==> src/rtl/mux4_arb_pkg.sv <==
// Shared types and constants for the 4-requester round-robin mux arbiter.
package mux4_arb_pkg;

  localparam int unsigned NUM_REQ = 4;
  localparam int unsigned SEL_W   = 2;

  typedef enum logic {IDLE, GRANT} arb_state_t;

  typedef logic [SEL_W-1:0] sel_t;

  // One-hot vector with bit idx set.
  function automatic logic [NUM_REQ-1:0] onehot(sel_t idx);
    logic [NUM_REQ-1:0] v;
    v      = '0;
    v[idx] = 1'b1;
    return v;
  endfunction

endpackage

==> src/rtl/rr_pick4.sv <==
// Combinational round-robin picker: first set request scanning start_i, start_i+1, ... (mod 4).
module rr_pick4
  import mux4_arb_pkg::*;
(
  input  logic [NUM_REQ-1:0] req_i,
  input  sel_t               start_i,
  output sel_t               winner_o,
  output logic               any_req_o
);

  // Scan from the farthest offset down so the nearest set request is assigned last and wins.
  always_comb begin
    winner_o  = start_i;
    any_req_o = |req_i;
    for (int i = NUM_REQ - 1; i >= 0; i--) begin
      if (req_i[sel_t'(start_i + sel_t'(i))]) begin
        winner_o = sel_t'(start_i + sel_t'(i));
      end
    end
  end

endmodule

==> src/rtl/mux4_rr_arbiter.sv <==
// Round-robin arbiter owning the select of a 4:1 single-bit mux.
// Optional feature macro: MUX4_ARB_LOCK_EN adds a lock input that suppresses the
// MAX_HOLD timeout while a grant is held.
module mux4_rr_arbiter
  import mux4_arb_pkg::*;
#(
  parameter int unsigned MAX_HOLD = 4
) (
  input  logic         clk,
  input  logic         rst,
  input  logic [3:0]   req,
  input  logic         a,
  input  logic         b,
  input  logic         c,
  input  logic         d,
`ifdef MUX4_ARB_LOCK_EN
  input  logic         lock,
`endif
  output logic [3:0]   gnt,
  output logic [1:0]   sel,
  output logic         y,
  output logic         busy
);

  localparam int unsigned CntW = $clog2(MAX_HOLD + 1);
  typedef logic [CntW-1:0] cnt_t;
  localparam cnt_t MaxHold = cnt_t'(MAX_HOLD);

  arb_state_t         state_q, state_d;
  sel_t               owner_q, owner_d;
  sel_t               last_q, last_d;
  cnt_t               hold_q, hold_d;
  logic [NUM_REQ-1:0] gnt_q, gnt_d;
  sel_t               sel_q, sel_d;
  logic               busy_q, busy_d;

  sel_t               pick_start;
  sel_t               pick_win;
  logic               pick_any;
  logic               others;
  logic               timeout;
  logic               release_gnt;
  logic [3:0]         data;

  // In GRANT last_q equals owner_q, so one picker serves both the idle pick and the re-pick.
  assign pick_start = sel_t'(last_q + sel_t'(1));

  rr_pick4 u_pick (
    .req_i     (req),
    .start_i   (pick_start),
    .winner_o  (pick_win),
    .any_req_o (pick_any)
  );

  // Release conditions for the current owner.
  always_comb begin
    others  = |(req & ~onehot(owner_q));
    timeout = (hold_q == MaxHold) && others;
`ifdef MUX4_ARB_LOCK_EN
    if (lock) begin
      timeout = 1'b0;
    end
`endif
    release_gnt = ~req[owner_q] | timeout;
  end

  // Next-state: grant, hold, re-grant on release, or fall back to idle.
  always_comb begin
    state_d = state_q;
    owner_d = owner_q;
    last_d  = last_q;
    hold_d  = hold_q;
    gnt_d   = gnt_q;
    sel_d   = sel_q;
    busy_d  = busy_q;
    unique case (state_q)
      IDLE: begin
        if (pick_any) begin
          state_d = GRANT;
          owner_d = pick_win;
          last_d  = pick_win;
          hold_d  = cnt_t'(1);
          gnt_d   = onehot(pick_win);
          sel_d   = pick_win;
          busy_d  = 1'b1;
        end
      end
      GRANT: begin
        if (release_gnt) begin
          if (pick_any) begin
            owner_d = pick_win;
            last_d  = pick_win;
            hold_d  = cnt_t'(1);
            gnt_d   = onehot(pick_win);
            sel_d   = pick_win;
          end else begin
            state_d = IDLE;
            gnt_d   = '0;
            busy_d  = 1'b0;
          end
        end else if (hold_q != MaxHold) begin
          hold_d = hold_q + cnt_t'(1);
        end
      end
      default: begin
        state_d = IDLE;
      end
    endcase
  end

  // State registers with synchronous reset; last=3 gives requester 0 first priority.
  always_ff @(posedge clk) begin
    if (rst) begin
      state_q <= IDLE;
      owner_q <= '0;
      last_q  <= sel_t'(3);
      hold_q  <= '0;
      gnt_q   <= '0;
      sel_q   <= '0;
      busy_q  <= 1'b0;
    end else begin
      state_q <= state_d;
      owner_q <= owner_d;
      last_q  <= last_d;
      hold_q  <= hold_d;
      gnt_q   <= gnt_d;
      sel_q   <= sel_d;
      busy_q  <= busy_d;
    end
  end

  assign data = {d, c, b, a};

  // Unregistered data path: forward the selected bit only while a grant is held.
  always_comb begin
    y = 1'b0;
    if (busy_q) begin
      y = data[sel_q];
    end
  end

  assign gnt  = gnt_q;
  assign sel  = sel_q;
  assign busy = busy_q;

endmodule

==> config.mk <==
export PLATFORM = sky130hd
export DESIGN_NAME = mux4_rr_arbiter
export DESIGN_NICKNAME = d
export VERILOG_FILES = /design/src/rtl/mux4_arb_pkg.sv /design/src/rtl/rr_pick4.sv /design/src/rtl/mux4_rr_arbiter.sv
export SDC_FILE = /design/constraint.sdc
export NUM_CORES = 1
export LEC_CHECK = 0
export CORE_MARGIN = 2
export CORE_UTILIZATION = 51
export CTS_BUF_LIST = sky130_fd_sc_hd__clkbuf_4 sky130_fd_sc_hd__clkbuf_8
export DETAILED_ROUTE_END_ITERATION = 16
export GPL_TIMING_DRIVEN = 0
export PLACE_DENSITY = 0.81
export SLEW_MARGIN = 20
export SYNTH_ARGS = -nofsm -noshare
export SYNTH_HDL_FRONTEND = slang
export SYNTH_HIERARCHICAL = 1
export SYNTH_SLANG_ARGS = --single-unit
==> constraint.sdc <==
create_clock -name clk -period 2.8 [get_ports clk]
set_clock_uncertainty 0.05 [all_clocks]
set_input_delay 0.84 -clock clk [delete_from_list [all_inputs] [get_ports clk]]
set_output_delay 0.84 -clock clk [all_outputs]
set_load 0.03 [all_outputs]
==> results.md, run 1 <==
* Initial antenna violation count at 0
* Sequential power share at 37.1%
* Share of cells above drive strength 1 at 18.9%
* Compound-cell area share of the yosys netlist at 28.8%
* # setup viols final at 0
* Via count at 755
* R2R depth at 5
* Crit-path max FO at 1
* Post-synth EDFFs at 0
* Peak supply drop at 0.000320 V
* RSZ-0062 raised after global routing: no
* Tcrit/Tclk final at 96.1%
* Seq cells post-synth at 13
* Full die area at 0.00193 sq mm
* Post-DP HPWL at ~1.3 mm
* Status: finished clean
* Average wire per standard cell at around 14 um
* Root Driver: clkbuf_4
* CTS tree: yes
* Final min period at 2.69 ns
* Register area at between 200 and 300 sq um
* Clk network pwr share at 19.4%
* Area share of and/or/nand/nor cells after synthesis at between 20% and 30%
* Clock Latency Late Sink at 0.27 ns
* Die Height at about 44 um
* Measured slew at the worst slew-check pin at 0.493 ns
* Port-buffer cells at 17
* Syn Nets at 102
* FP Rows at 14
* H-tree depth at 1
* Xor/xnor cell area share of the yosys netlist at under 10%
* Critical Path Sink Type: output port
* Post-route cell area at ~0.0010 sq mm
* Die span in x at 43.9 um
* Final setup margin at 0.109 ns
* PwrDens at 614 mW/mm^2
* Yosys warns at 6
* Inserted Diodes at 0
* Setup TNS at 0 ns
* P_int at roughly 0.0004 W
* DRC Markers at 0
* Post-Synth Adder-Cell Area at under 10%
* Final Hold Vio Count at 0
* Slew Limit Headroom at 67.1%
* Detail Route Antenna Nets at 0
* Gate count after technology mapping at 90
* Fmax at 0.372 GHz
* Drt pass-1 iters at 4
* CTS sink count at 13
* Number of global-route vias before repair at between 700 and 800
* Most frequent cells in the layout: dfxtp_1, clkdlybuf4s50_1, o21ai_0, a21oi_1
* Hold crit path type: register to register
* Hold path cells at 2
* First-pass GRT wire length at 3.10 mm
* Global route overflow at 0
* Max-cap violations at 0
* Area of the multi-input gates at 512 sq um
* Initial Util at between 50% and 60%
* Pins Over Slew Limit at 0
* Syn_area_per_cell at 9.02 sq um
* Startpoint Class: primary input
* Largest net degree at the start of global routing at 11
* Worst EP arrival at 1.80 ns
* Post-synth ARST share at 0%
* Crit path kind: primary input to output port
* CTS max path bufs at 2
* Gp weighted congestion at 0.783
* Area grow syn2layout at 26.5%
* Combinational power share at 43.6%
* Worst hold margin at 0.423 ns
* Top Ports at 18
* Static leakage at 0.409 nW
* Synth unique cells at 39
* Main synth FF type: dfxtp_1
* Area after DPL at 0.00100 sq mm
* Switch share at a little over a third
* Core region area at 0.00151 sq mm
* Worst Path Required at 1.91 ns
* Final WL at 1.73 mm
* Post-Synthesis Cell Area at 812 sq um
* TritonCTS Buffers at 3
* DP Worst Slack at -0.569 ns
* Clock-pin slew on the worst setup and hold paths at 0.08 ns
* Main combinational cell family by area after synthesis: compound AO/OA/AOI/OAI gates
* Mux contribution to synthesized area at 7.24%
* # nets final at 124
* Net switching power at around 0.00023 W
* Final Util at 68.2%
* GRT Total Usage at a little over a fifth
* Most common cell after layout, fill and taps aside: dfxtp_1
* Register area share after synthesis at 32.0%
* Vias/cell at around 5.9
* Filler cell count at between 100 and 150
* Post-CTS Setup Inserts at 0
* Initial DRC count at 15
==> cell usage after synthesis, types with 2 or more instances <==
cell type | instances | area share, %
a21oi_1 | 8 | 4.9
a2bb2oi_1 | 2 | 2.2
and2b_2 | 2 | 2.2
clkbuf_1 | 2 | 0.92
dfxtp_1 | 13 | 32
ha_1 | 2 | 3.1
inv_1 | 7 | 3.2
nand2_1 | 5 | 2.3
nand3_1 | 4 | 2.5
nand4b_1 | 2 | 2.2
nor2_1 | 7 | 3.2
nor3b_1 | 2 | 1.8
o21ai_0 | 8 | 4.9
==> critical path, stage by stage <==
cell	delay [ns]
dlygate4sd2_1	0.23
mux4_2	0.45
and2_4	0.15
buf_6	0.13
==> per-layer routing <==
layer	GRT usage, %	part of all wire [%]
met2	34.4	48
met4	9.09	0.98
met1	28.6	45
met3	2.92	6.3
met5	0	0
==> cells by family (layout without fill, tap and decap cells) <==
family	Yosys count	count (layout)
muxes	3	3
xor gates and xnor gates	1	1
buffers and inverters	10	31
adders and majority gates	2	2
AOI/OAI and AO/OA	29	29
DFF	13	13
and+or+nand+nor	32	32
==> what timing repair did <==
action                                  CTS  global route
endpoints found under the setup margin    1             0
gates resized for setup                  13             0
hold buffers                              0             0
==> stage by stage <==
stage	total power (W)	cells
finish	0.000631	127
global route	0.000674	127
CTS	0.000633	127
detailed placement	0.000509	123
global placement	0.000503	123
floorplan	0.000423	90
==> worst paths after layout <==
| kind | startpoint | endpoint | slack, ns |
|---|---|---|---|
| max | d | y | 0.11 |
| min | gnt[3]$_SDFFE_PP0P_ | gnt[3]$_SDFFE_PP0P_ | 0.42 |
| max reg2reg | owner_q[1]$_SDFFE_PP0P_ | hold_q[0]$_SDFFE_PP0P_ | 0.94 |
| min reg2reg | gnt[3]$_SDFFE_PP0P_ | gnt[3]$_SDFFE_PP0P_ | 0.42 |
==> area by class of cell <==
| type | instances | area share, % |
|---|---|---|
| timing repair buffer | 17 | 16.2 |
| inverter | 7 | 2.56 |
| sequential | 13 | 25.3 |
| clock buffer | 4 | 2.92 |
| buffer | 3 | 1.22 |
| tap | 16 | 1.95 |
| multi-input combinational | 67 | 49.8 |
==> state kept, by name (all words and copies together), names as in the netlist <==
| name | cells |
|---|---|
| gnt | 4 |
| hold_q | 3 |
| last_q | 2 |
| owner_q | 2 |
| busy | 1 |
| state_q | 1 |
==> power by group through the flow <==
| stage | combinational, W | clock [W] | sequential (W) |
|---|---|---|---|
| 2_1_floorplan | 0.000153 | 0 | 0.000270 |
| 3_3_place_gp | 0.000266 | 0 | 0.000236 |
| 3_5_place_dp | 0.000270 | 0 | 0.000238 |
| 4_1_cts | 0.000274 | 0.000124 | 0.000234 |
| 5_1_grt | 0.000300 | 0.000135 | 0.000239 |
| 6_report | 0.000275 | 0.000122 | 0.000234 |
(Power assumes the default switching activity.)
==> run 2, diff against run 1 <==
--- a/config.mk
+++ b/config.mk
@@ -5,8 +5,10 @@
 export SDC_FILE = /design/constraint.sdc
 export NUM_CORES = 1
 export LEC_CHECK = 0
+export ABC_AREA = 1
+export CAP_MARGIN = 0
 export CORE_MARGIN = 2
-export CORE_UTILIZATION = 51
+export CORE_UTILIZATION = 53
 export CTS_BUF_LIST = sky130_fd_sc_hd__clkbuf_4 sky130_fd_sc_hd__clkbuf_8
 export DETAILED_ROUTE_END_ITERATION = 16
 export GPL_TIMING_DRIVEN = 0
==> run 2 against run 1 <==
Cell area rose by 14%. Sequential share of layout area is 3.1 points lower. Critical path depth unchanged. Final cell count up 57%. Non-clock buffer count grew 2. Register-to-register slack got worse by 0.04 ns. Power rose by 91%. Highest routed layer unchanged. Flip-flop and latch count is the same. Area after synthesis grew 17%. Critical path type unchanged. Largest power group unchanged. Combinational power increased to 2.9 times the previous value. Largest cell class unchanged.
==> results.md, run 2 <==
* Status: finished clean
* Final setup margin at 0.0602 ns (-0.0484 ns)
* Die span in x at 46.3 um (+5.4%)
* FP Rows at 15 (+1)
* PwrDens at 1030 mW/mm^2 (+68%)
* Synth top area share at 27.5% (-4.6 points)
* Critical Path Sink Type: output port
* Most frequent cell after synthesis: nand2_1
* GRT Total Usage at 22.4% (+0.99 points)
* Crit-path max FO at 1 (unchanged)
* Inserted Diodes at 0 (unchanged)
* Post-Synthesis Cell Area at 947 sq um (+17%)
* CTS tree: yes
* CTS max path bufs at 2 (unchanged)
* Initial DRC count at 16 (+1)
* Worst path slowest cell: clkdlybuf4s50_1
* Worst EP arrival at 1.85 ns (+0.05 ns)
* Most frequent cells in the layout: nand2_1, inv_1, nand3_1, clkdlybuf4s50_1, dfxtp_1
* Largest net degree at the start of global routing at 11 (unchanged)
* Final min period at 2.74 ns (+0.0484 ns)
* Post-DP HPWL at 1.62 mm (+20%)
* Drt pass-1 iters at 4 (unchanged)
* Register area share after synthesis at 27.5% (-4.6 points)
* DRC Markers at 0 (unchanged)
* Worst r2r dst: gnt[0]$_SDFFE_PP0P_
* Worst hold margin at 0.420 ns (-0.00285 ns)
* Hold path cells at 2 (unchanged)
* Clock-pin slew on the worst setup and hold paths at 0.07 ns (about the same)
* Static leakage at 0.572 nW (+40%)
* Synth area leader: dfxtp_1
* Gp weighted congestion at 0.845 (+7.9%)
* R2r setup slk at 0.90 ns (-0.04 ns)
* Top Ports at 18 (unchanged)
* Average wire per standard cell at 10.4 um (-24%)
* # setup viols final at 0 (unchanged)
* Cells along the critical path: clkdlybuf4s50_1 > nand3_1 > a31oi_1 > clkdlybuf4s15_2
* Final WL at 2.07 mm (+20%)
* Root Driver: clkbuf_4
* Hold Path End: gnt[3]$_SDFFE_PP0P_
* H-tree depth at 1 (unchanged)
* Max-cap violations at 0 (unchanged)
* Via count at 998 (+32%)
* Port-buffer cells at 16 (-1)
* Max stage delay on crit path at 0.47 ns (+0.02 ns)
* Post-synth ARST share at 0% (unchanged)
* Slew Limit Headroom at 70.4% (+3.2 points)
* Hold crit path type: register to register
* DP Worst Slack at -0.310 ns (+0.259 ns)
* Most common cell after layout, fill and taps aside: nand2_1
* Buf/Inv on CP at 2 (unchanged)
* Core region area at 0.00171 sq mm (+13%)
* Worst path top cell family by delay: buffers and inverters
* Hold Buf Count CTS at 0 (unchanged)
* Worst Path Required at 1.91 ns (about the same)
* Synth unique cells at 23 (-41%)
* RSZ-0062 raised after global routing: no
* Synth area leaders: dfxtp_1, nand2_1, nand3_1, inv_1, a21oi_1
* Share of cells above drive strength 1 at 14.4% (-4.6 points)
* Yosys warns at 6 (unchanged)
* First-pass GRT wire length at 3.46 mm (+12%)
* Seq cells post-synth at 13 (unchanged)
* Post-CTS Setup Inserts at 0 (unchanged)
* Gate count after technology mapping at 154 (+71%)
* Final Hold Vio Count at 0 (unchanged)
* Startpoint Class: primary input
* Syn_area_per_cell at 6.15 sq um (-32%)
* Peak supply drop at 0.000696 V (+120%)
* Crit path kind: primary input to output port
* Full die area at 0.00214 sq mm (+11%)
* R2R depth at 13 (+8)
* Area grow syn2layout at 23.5%
* TritonCTS Buffers at 3 (unchanged)
* Filler cell count at 152 (+19%)
* Main synth FF type: dfxtp_1
* Global route overflow at 0 (unchanged)
* Setup TNS at 0 ns (unchanged)
* Pins Over Slew Limit at 0 (unchanged)
* # nets final at 187 (+51%)
* Syn Nets at 166 (+63%)
* Initial Util at 55.5% (+1.6 points)
* Post-synth EDFFs at 0 (unchanged)
* Vias/cell at 5.02 (-16%)
* Total power at 0.00121 W (+91%)
* Number of global-route vias before repair at 907 (+25%)
* Fmax at 0.365 GHz (-1.8%)
* Tcrit/Tclk final at 97.8% (+1.7 points)
* Reg2Reg Launch Point: last_q[0]$_SDFFE_PP1P_
* Clock Latency Late Sink at 0.29 ns (+0.02 ns)
* Number of flip-flops in the largest register at 4 (unchanged)
* Detail Route Antenna Nets at 0 (unchanged)
* CTS sink count at 13 (unchanged)
* Initial antenna violation count at 0 (unchanged)
* Die Height at 46.3 um (+5.4%)
* Min-delay src: gnt[3]$_SDFFE_PP0P_
* Top post-synthesis cells by count: nand2_1, inv_1, nand3_1, dfxtp_1, a21oi_1
* Measured slew at the worst slew-check pin at 0.443 ns (-0.0502 ns)
## run 2: cell types whose count changed in the layout (fill, tap and decap cells not counted), sizes merged, moves of 4 or more
cell         change
nand4            +5
nand2           +50
nand3           +15
dlygate4sd2      -4
inv             +19
## run 2: routing by layer
layer	global-route usage [%]	vias to the layer above	wire length (um)
met5	0	-	0
met4	13.1	0	43
met3	4.31	5	110
met2	38.6	27	985
met1	25.2	434	929
li1	-	532	-
## run 2: final cells by class
class                      instances  area (sq um)  share of cell area (%)
inverter                          26           103                    8.77
multi-input combinational        109           532                    45.5
clock buffer                       4          30.0                    2.57
buffer                             6          52.6                    4.49
sequential                        13           260                    22.2
tap                               25          31.3                    2.67
timing repair buffer              16           161                    13.8
## run 2: cell families (layout without fill, tap and decap cells)
kind of cell	after synthesis	in the layout	share of synthesized area, %
adder cells (fa/ha/maj)	2	2	2.64
AO/OA/AOI/OAI	20	20	12.2
XOR/XNOR	1	1	0.925
AND/OR/NAND/NOR	86	86	40.4
buffers and inverters	32	52	16.4
flip-flops	13	13	27.5
## run 2: timing repair
item                       CTS  global route
gates resized for setup      4             0
setup endpoints to repair    1             0
hold endpoints to repair     0             0
## run 2: power by group
group          internal [W]  switching (W)  leakage, nW
clock network     0.0000651      0.0000640       0.0184
logic              0.000307       0.000500        0.446
registers          0.000239      0.0000318        0.108
## run 2: worst max path at each step
stage               endpoint  from  slack (ns)  cells after the start
floorplan                  y     c        0.43                      2
global placement           y     d       -0.30                      4
detailed placement         y     c       -0.31                      4
CTS                        y     c        0.05                      4
global route               y     c       0.007                      4
finish                     y     c        0.06                      4
## run 2: through the flow
| step | util [%] | std cells | cell area, sq um |
|---|---|---|---|
| floorplan | - | 154 | 947 |
| global placement | 66.7 | 195 | 1140 |
| detailed placement | 66.7 | 195 | 1140 |
| CTS | 68.5 | 199 | 1170 |
| global route | 68.5 | 199 | 1170 |
| finish | 68.5 | 199 | 1170 |
## run 2: worst register-to-register path: stages, from the launching register on
cell and delay [ns]:
dfxtp_1 0.37, xor2_1 0.40, inv_2 0.10, nand2_1 0.08, nand2_1 0.06, nand2_1 0.08
nand2_1 0.05, nand2_1 0.06, nand2_1 0.06, nand3_1 0.07, nand2_1 0.12, inv_1 0.10
nand4_1 0.09, a21oi_1 0.16
